==> config.mk <==
export PLATFORM = sky130hd
export DESIGN_NAME = uart_tx
export DESIGN_NICKNAME = d
export VERILOG_FILES = /design/src/rtl/uart_tx.sv
export SDC_FILE = /design/constraint.sdc
export NUM_CORES = 1
export LEC_CHECK = 0
export CAP_MARGIN = 0
export CORE_MARGIN = 3
export CORE_UTILIZATION = 25
export CTS_BUF_LIST = sky130_fd_sc_hd__clkbuf_16
export CTS_CLUSTER_DIAMETER = 80
export DETAILED_ROUTE_END_ITERATION = 12
export DONT_BUFFER_PORTS = 1
export SLEW_MARGIN = 20
export SYNTH_ARGS = -nofsm -noshare
export SYNTH_HDL_FRONTEND = slang
export SYNTH_SLANG_ARGS = --single-unit
==> constraint.sdc <==
create_clock -name clk -period 2.9 [get_ports clk]
set_input_delay 0.435 -clock clk [delete_from_list [all_inputs] [get_ports clk]]
set_output_delay 0.435 -clock clk [all_outputs]
set_load 0.02 [all_outputs]
==> src/rtl/uart_tx.sv <==
// UART transmitter: pops bytes from the transmit FIFO and serialises them as
// start / DATA_BITS data (LSB first) / optional parity / stop-bit frames.
`timescale 1ns/1ps

// state  | meaning
// IDLE   | line high, waiting for enable and a non-empty FIFO
// POP    | pop issued, FIFO updating Data_Out
// LOAD   | latch Tx_Data and its parity
// START  | start bit (low)
// DATA   | data bits, LSB first
// PARITY | parity bit
// STOP   | stop bit(s), high
module uart_tx #(
  parameter int DATA_BITS    = 8,
  parameter int CLKS_PER_BIT = 434,
  parameter int PARITY_EN    = 0,
  parameter int PARITY_ODD   = 0,
  parameter int STOP_BITS    = 1
) (
  input  logic                 clk,
  input  logic                 rst_n,
  input  logic [DATA_BITS-1:0] Tx_Data,
  input  logic                 FIFO_Empty,
  input  logic                 Tx_Enable,
  input  logic                 BIST_Mode,
  output logic                 Pop_Data,
  output logic                 Tx_Serial,
  output logic                 Tx_Busy,
  output logic                 Tx_Done
);

  localparam int BAUD_W = $clog2(CLKS_PER_BIT);
  localparam int BIT_W  = $clog2(DATA_BITS + 1);

  localparam logic [BAUD_W-1:0] BAUD_LAST = BAUD_W'(CLKS_PER_BIT - 1);
  localparam logic [BAUD_W-1:0] BAUD_ONE  = BAUD_W'(1);
  localparam logic [BIT_W-1:0]  DATA_LAST = BIT_W'(DATA_BITS - 1);
  localparam logic [BIT_W-1:0]  STOP_LAST = BIT_W'(STOP_BITS - 1);
  localparam logic [BIT_W-1:0]  BIT_ONE   = BIT_W'(1);
  localparam logic              PAR_ODD   = (PARITY_ODD != 0);

  typedef enum logic [2:0] {
    IDLE, POP, LOAD, START, DATA, PARITY, STOP
  } state_t;

  state_t               state, state_nxt;
  logic [BAUD_W-1:0]    baud_cnt, baud_nxt;
  logic [BIT_W-1:0]     bit_cnt, bit_nxt;
  logic [DATA_BITS-1:0] shift_reg, shift_nxt;
  logic                 parity, parity_nxt;
  logic                 pop_nxt, serial_nxt, busy_nxt, done_nxt;
  logic                 bit_end;

  assign bit_end = (baud_cnt == BAUD_LAST);

  always_ff @(posedge clk or negedge rst_n) begin
    if (!rst_n) begin
      state     <= IDLE;
      baud_cnt  <= '0;
      bit_cnt   <= '0;
      shift_reg <= '0;
      parity    <= 1'b0;
      Pop_Data  <= 1'b0;
      Tx_Serial <= 1'b1;
      Tx_Busy   <= 1'b0;
      Tx_Done   <= 1'b0;
    end else begin
      state     <= state_nxt;
      baud_cnt  <= baud_nxt;
      bit_cnt   <= bit_nxt;
      shift_reg <= shift_nxt;
      parity    <= parity_nxt;
      Pop_Data  <= pop_nxt;
      Tx_Serial <= serial_nxt;
      Tx_Busy   <= busy_nxt;
      Tx_Done   <= done_nxt;
    end
  end

  always_comb begin
    state_nxt  = state;
    baud_nxt   = baud_cnt;
    bit_nxt    = bit_cnt;
    shift_nxt  = shift_reg;
    parity_nxt = parity;
    pop_nxt    = 1'b0;
    done_nxt   = 1'b0;

    case (state)
      IDLE: begin
        if (Tx_Enable && !FIFO_Empty && !BIST_Mode) begin
          state_nxt = POP;
          pop_nxt   = 1'b1;
        end
      end
      POP: state_nxt = LOAD;
      LOAD: begin
        shift_nxt  = Tx_Data;
        parity_nxt = (^Tx_Data) ^ PAR_ODD;
        baud_nxt   = '0;
        bit_nxt    = '0;
        state_nxt  = START;
      end
      START: begin
        baud_nxt = bit_end ? '0 : baud_cnt + BAUD_ONE;
        if (bit_end) state_nxt = DATA;
      end
      DATA: begin
        baud_nxt = bit_end ? '0 : baud_cnt + BAUD_ONE;
        if (bit_end) begin
          shift_nxt = shift_reg >> 1;
          if (bit_cnt == DATA_LAST) begin
            bit_nxt   = '0;
            state_nxt = (PARITY_EN != 0) ? PARITY : STOP;
          end else begin
            bit_nxt = bit_cnt + BIT_ONE;
          end
        end
      end
      PARITY: begin
        baud_nxt = bit_end ? '0 : baud_cnt + BAUD_ONE;
        if (bit_end) state_nxt = STOP;
      end
      STOP: begin
        baud_nxt = bit_end ? '0 : baud_cnt + BAUD_ONE;
        // bit_cnt doubles as the stop-bit counter
        if (bit_end) begin
          if (bit_cnt == STOP_LAST) begin
            bit_nxt   = '0;
            done_nxt  = 1'b1;
            state_nxt = IDLE;
          end else begin
            bit_nxt = bit_cnt + BIT_ONE;
          end
        end
      end
      default: state_nxt = IDLE;
    endcase

    // Serial level is registered from the state being entered
    case (state_nxt)
      START:   serial_nxt = 1'b0;
      DATA:    serial_nxt = shift_nxt[0];
      PARITY:  serial_nxt = parity_nxt;
      default: serial_nxt = 1'b1;
    endcase

    busy_nxt = (state_nxt != IDLE);
  end

endmodule

==> results by group <==
Pwr
  – NetSw: between 200 and 250 uW
  – Power density over cell area: 493 nW/um^2
  – Combinational share of power: about 4.7%
  – Switch share: 21.4%
  – Worst VDD drop: between 0.2 and 0.25 mV
  – Clock power share: 50.8%
  – Pleak: ~0.82 nW
  – Reg power frac: between 40% and 50%
  – Int Pwr: approximately 750 uW

Synthesis
  – Syn_area_per_cell: between 9 and 10 sq um
  – Cell area after synthesis: around 1700 sq um
  – Synth Instances: around 170
  – Post-Synth Adder-Cell Area: 2.97%
  – Synth warn: 0
  – Ranking of synthesized cells by area: dfrtp_1, o21ai_0, xnor2_1, a221o_1, ha_1
  – Most used DFF post-synth: dfrtp_1
  – Simple-Gate Fraction of Synth Area: about a fifth
  – Post-Syn Nets: 190
  – Seq/Total Area, Yosys: 43.2%
  – Synth Area in Compound Gates: about 22%
  – Main combinational cell family by area after synthesis: compound AO/OA/AOI/OAI gates
  – Post-synth cell types: between 50 and 60
  – #FFs+latches synth: 29
  – Ys async rst share: 100%
  – Cell taking the most area after synthesis: dfrtp_1
  – Top-count cell post-synth: dfrtp_1
  – Mux cell area share after synthesis: under 10%
  – Top-area cell type share of the netlist area: a little over two fifths
  – Xor/xnor share of the synthesized area: approximately 4.2%
  – EDFF count, synth: 0
  – Top cells by count, synth: dfrtp_1, o21ai_0, inv_1, nand2_1, xnor2_1

Worst setup path
  – R2r setup slk: between 600 and 700 ps
  – CP Data Arrival Time: about 2400 ps
  – Crit path launch type: flop
  – R2r endpoint: Tx_Serial$_DFF_PN1_
  – RR Startpoint: baud_cnt[2]$_DFFE_PN0P_
  – Worst-path fanout max: 10
  – Data required, critical path: ~3100 ps
  – Critical path class: reg2reg
  – Endpoint class of the critical path: flop
  – Cells on worst reg2reg path: 4

Clocking
  – Clock sink count: 29
  – Worst-skew pair later-pin latency: 270 ps
  – CTS Buffer Depth: 2
  – Reg clk slew, reported paths: about 50 ps
  – CTS tree: built
  – Cts bufs inserted: 5
  – CTS H-tree depth: 2
  – CTS Root Cell: clkbuf_16
  – Setup bufs post-CTS: 0

GRT
  – Vias in the first global route: ~1300
  – GRT Overall Usage: a little over a tenth
  – First-pass GRT wire length: between 6000 and 7000 um
  – Initial antenna violation count: 0
  – Total grt overflow: 0
  – Largest net degree at the start of global routing: 29

STA
  – Hold Violations, Final: 0
  – Fmax: between 0.4 and 0.5 GHz
  – Worst-margin pin slew: approximately 620 ps
  – Clock Skew: between 3 and 4 ps
  – Final Setup Violations: 0
  – Post-route minimum period: roughly 2200 ps
  – Max Slew Vio Count: 0
  – Final Cycle Share: between 70% and 80%
  – Unrepaired setup endpoints after global routing: no
  – Hold WS: a little under 300 ps
  – Relative slew slack: 58.2%
  – Post-Route Setup TNS: 0 ps

Final layout
  – Final net count: slightly below 200
  – Area delta synth->final: 15.2%
  – Fill cell count: between 600 and 700
  – Ant diodes: 0
  – Share of cells above drive strength 1: a little over an eighth
  – Largest register FFs: 9

Placement
  – Number of port buffers: 0
  – Hpwl dp: about 2600 um
  – Routability-driven placement congestion ratio: about 0.80

Floorplan
  – Die height: between 80 and 90 um
  – Cell row count: 29
  – Initial core utilization: 26.2%
  – Die area: 7750 sq um
  – Io pins: 17
  – Chip width: slightly below 90 um
  – Core area: roughly 6400 sq um

Outcome
  – Status: complete, no violations

Detailed routing
  – Drt pass-1 iters: 4
  – Antenna Violating Nets Remaining: 0
  – Vias per cell: between 5 and 6
  – Drt drc: 0
  – Drt initial violations: 119
  – WL final: 3670 um
  – DR vias: approximately 1300
  – Wire length per cell: between 10 and 15 um

Run
  – Max cap viols: 0

Min path
  – Worst hold start: Tx_Data[7]
  – Hold endpoint: shift_reg[7]$_DFFE_PN0P_
  – Hold crit path type: in2reg
  – Hold depth: 2
## cell usage in the layout, fill, tap and decap left out, types with 2 or more instances in the layout
master     synthesis  layout
dfrtp_1           28      28
o21ai_0           14      14
inv_1             11      12
nand2_1           11      11
xnor2_1            8       8
nor2_1             7       7
and2_1             7       7
nand3_1            6       6
a221o_1            5       5
clkbuf_16          0       5
a21oi_1            4       4
nor3_1             4       4
ha_1               4       4
nor3b_1            3       3
a31oi_1            3       3
o22ai_1            3       3
a22o_1             3       3
buf_4              0       3
nand4_1            2       2
a211oi_1           2       2
a31o_2             2       2
nor2b_1            2       2
a21o_1             2       2
o21a_1             2       2
mux2i_1            2       2
nand2b_1           2       2
a22oi_1            2       2
clkinv_2           0       2
## logic make-up after synthesis
| logic type | count (synthesis) |
|---|---|
| and+or+nand+nor | 58 |
| AOI/OAI and AO/OA | 52 |
| DFF | 29 |
| buffers and inverters | 19 |
| xor gates and xnor gates | 8 |
| adders and majority gates | 4 |
| muxes | 3 |
## timing repair
item / in CTS / in global routing
hold buffers: 2 / 0
resized for setup: 0 / 0
hold endpoints to repair: 28 / 0
## per-layer routing
metal / global-route usage [%] / wire length [um] / share of wire [%] / up-vias
met5: 0 / 0 / 0 / -
met4: 2.88 / 31 / 0.85 / 0
met3: 4.89 / 259 / 7.1 / 4
met2: 15.8 / 1630 / 45 / 30
met1: 13.6 / 1740 / 48 / 632
li1: - / - / - / 644
## stage by stage
step	utilization, %	setup slack [ps]	total power [mW]	instances	instance area [sq um]
after floorplan	-	857	0.458	173	1680
final	30.2	679	0.955	255	1940
after global routing	30.2	565	0.996	255	1940
after global placement	27.6	712	0.463	245	1770
after CTS	30.2	670	0.968	255	1940
after detailed placement	27.6	674	0.464	245	1770
## worst max path at each step
| stage | startpoint | endpoint |
|---|---|---|
| after CTS | baud_cnt[2]$_DFFE_PN0P_ | Tx_Serial$_DFF_PN1_ |
| after global routing | state[2]$_DFF_PN0_ | bit_cnt[0]$_DFFE_PN0P_ |
| final | baud_cnt[2]$_DFFE_PN0P_ | Tx_Serial$_DFF_PN1_ |
| after global placement | baud_cnt[2]$_DFFE_PN0P_ | Tx_Serial$_DFF_PN1_ |
| after detailed placement | baud_cnt[2]$_DFFE_PN0P_ | Tx_Serial$_DFF_PN1_ |
| after floorplan | baud_cnt[2]$_DFFE_PN0P_ | Tx_Serial$_DFF_PN1_ |
## power by group through the flow
stage / Sequential [mW] / Combinational (mW) / Clock (mW)
after floorplan: 0.429 / 0.0292 / 0
after global placement: 0.431 / 0.0320 / 0
after detailed placement: 0.431 / 0.0327 / 0
after CTS: 0.425 / 0.0464 / 0.496
after global routing: 0.426 / 0.0516 / 0.519
final: 0.425 / 0.0451 / 0.485
## final cells by class
cell class	instances	area, sq um	share of cell area [%]
timing repair buffer	5	52.6	2.71
tap	77	96.3	4.97
clock inverter	3	13.8	0.710
sequential	29	727	37.5
inverter	11	41.3	2.13
multi-input combinational	125	883	45.5
clock buffer	5	125	6.45
## critical path: stages, from the launching register on
cell and delay (ps):
dfrtp_1 430, or4b_4 600, nor4_4 580, mux2_4 360, a31oi_1 180
(Power assumes the default switching activity.)
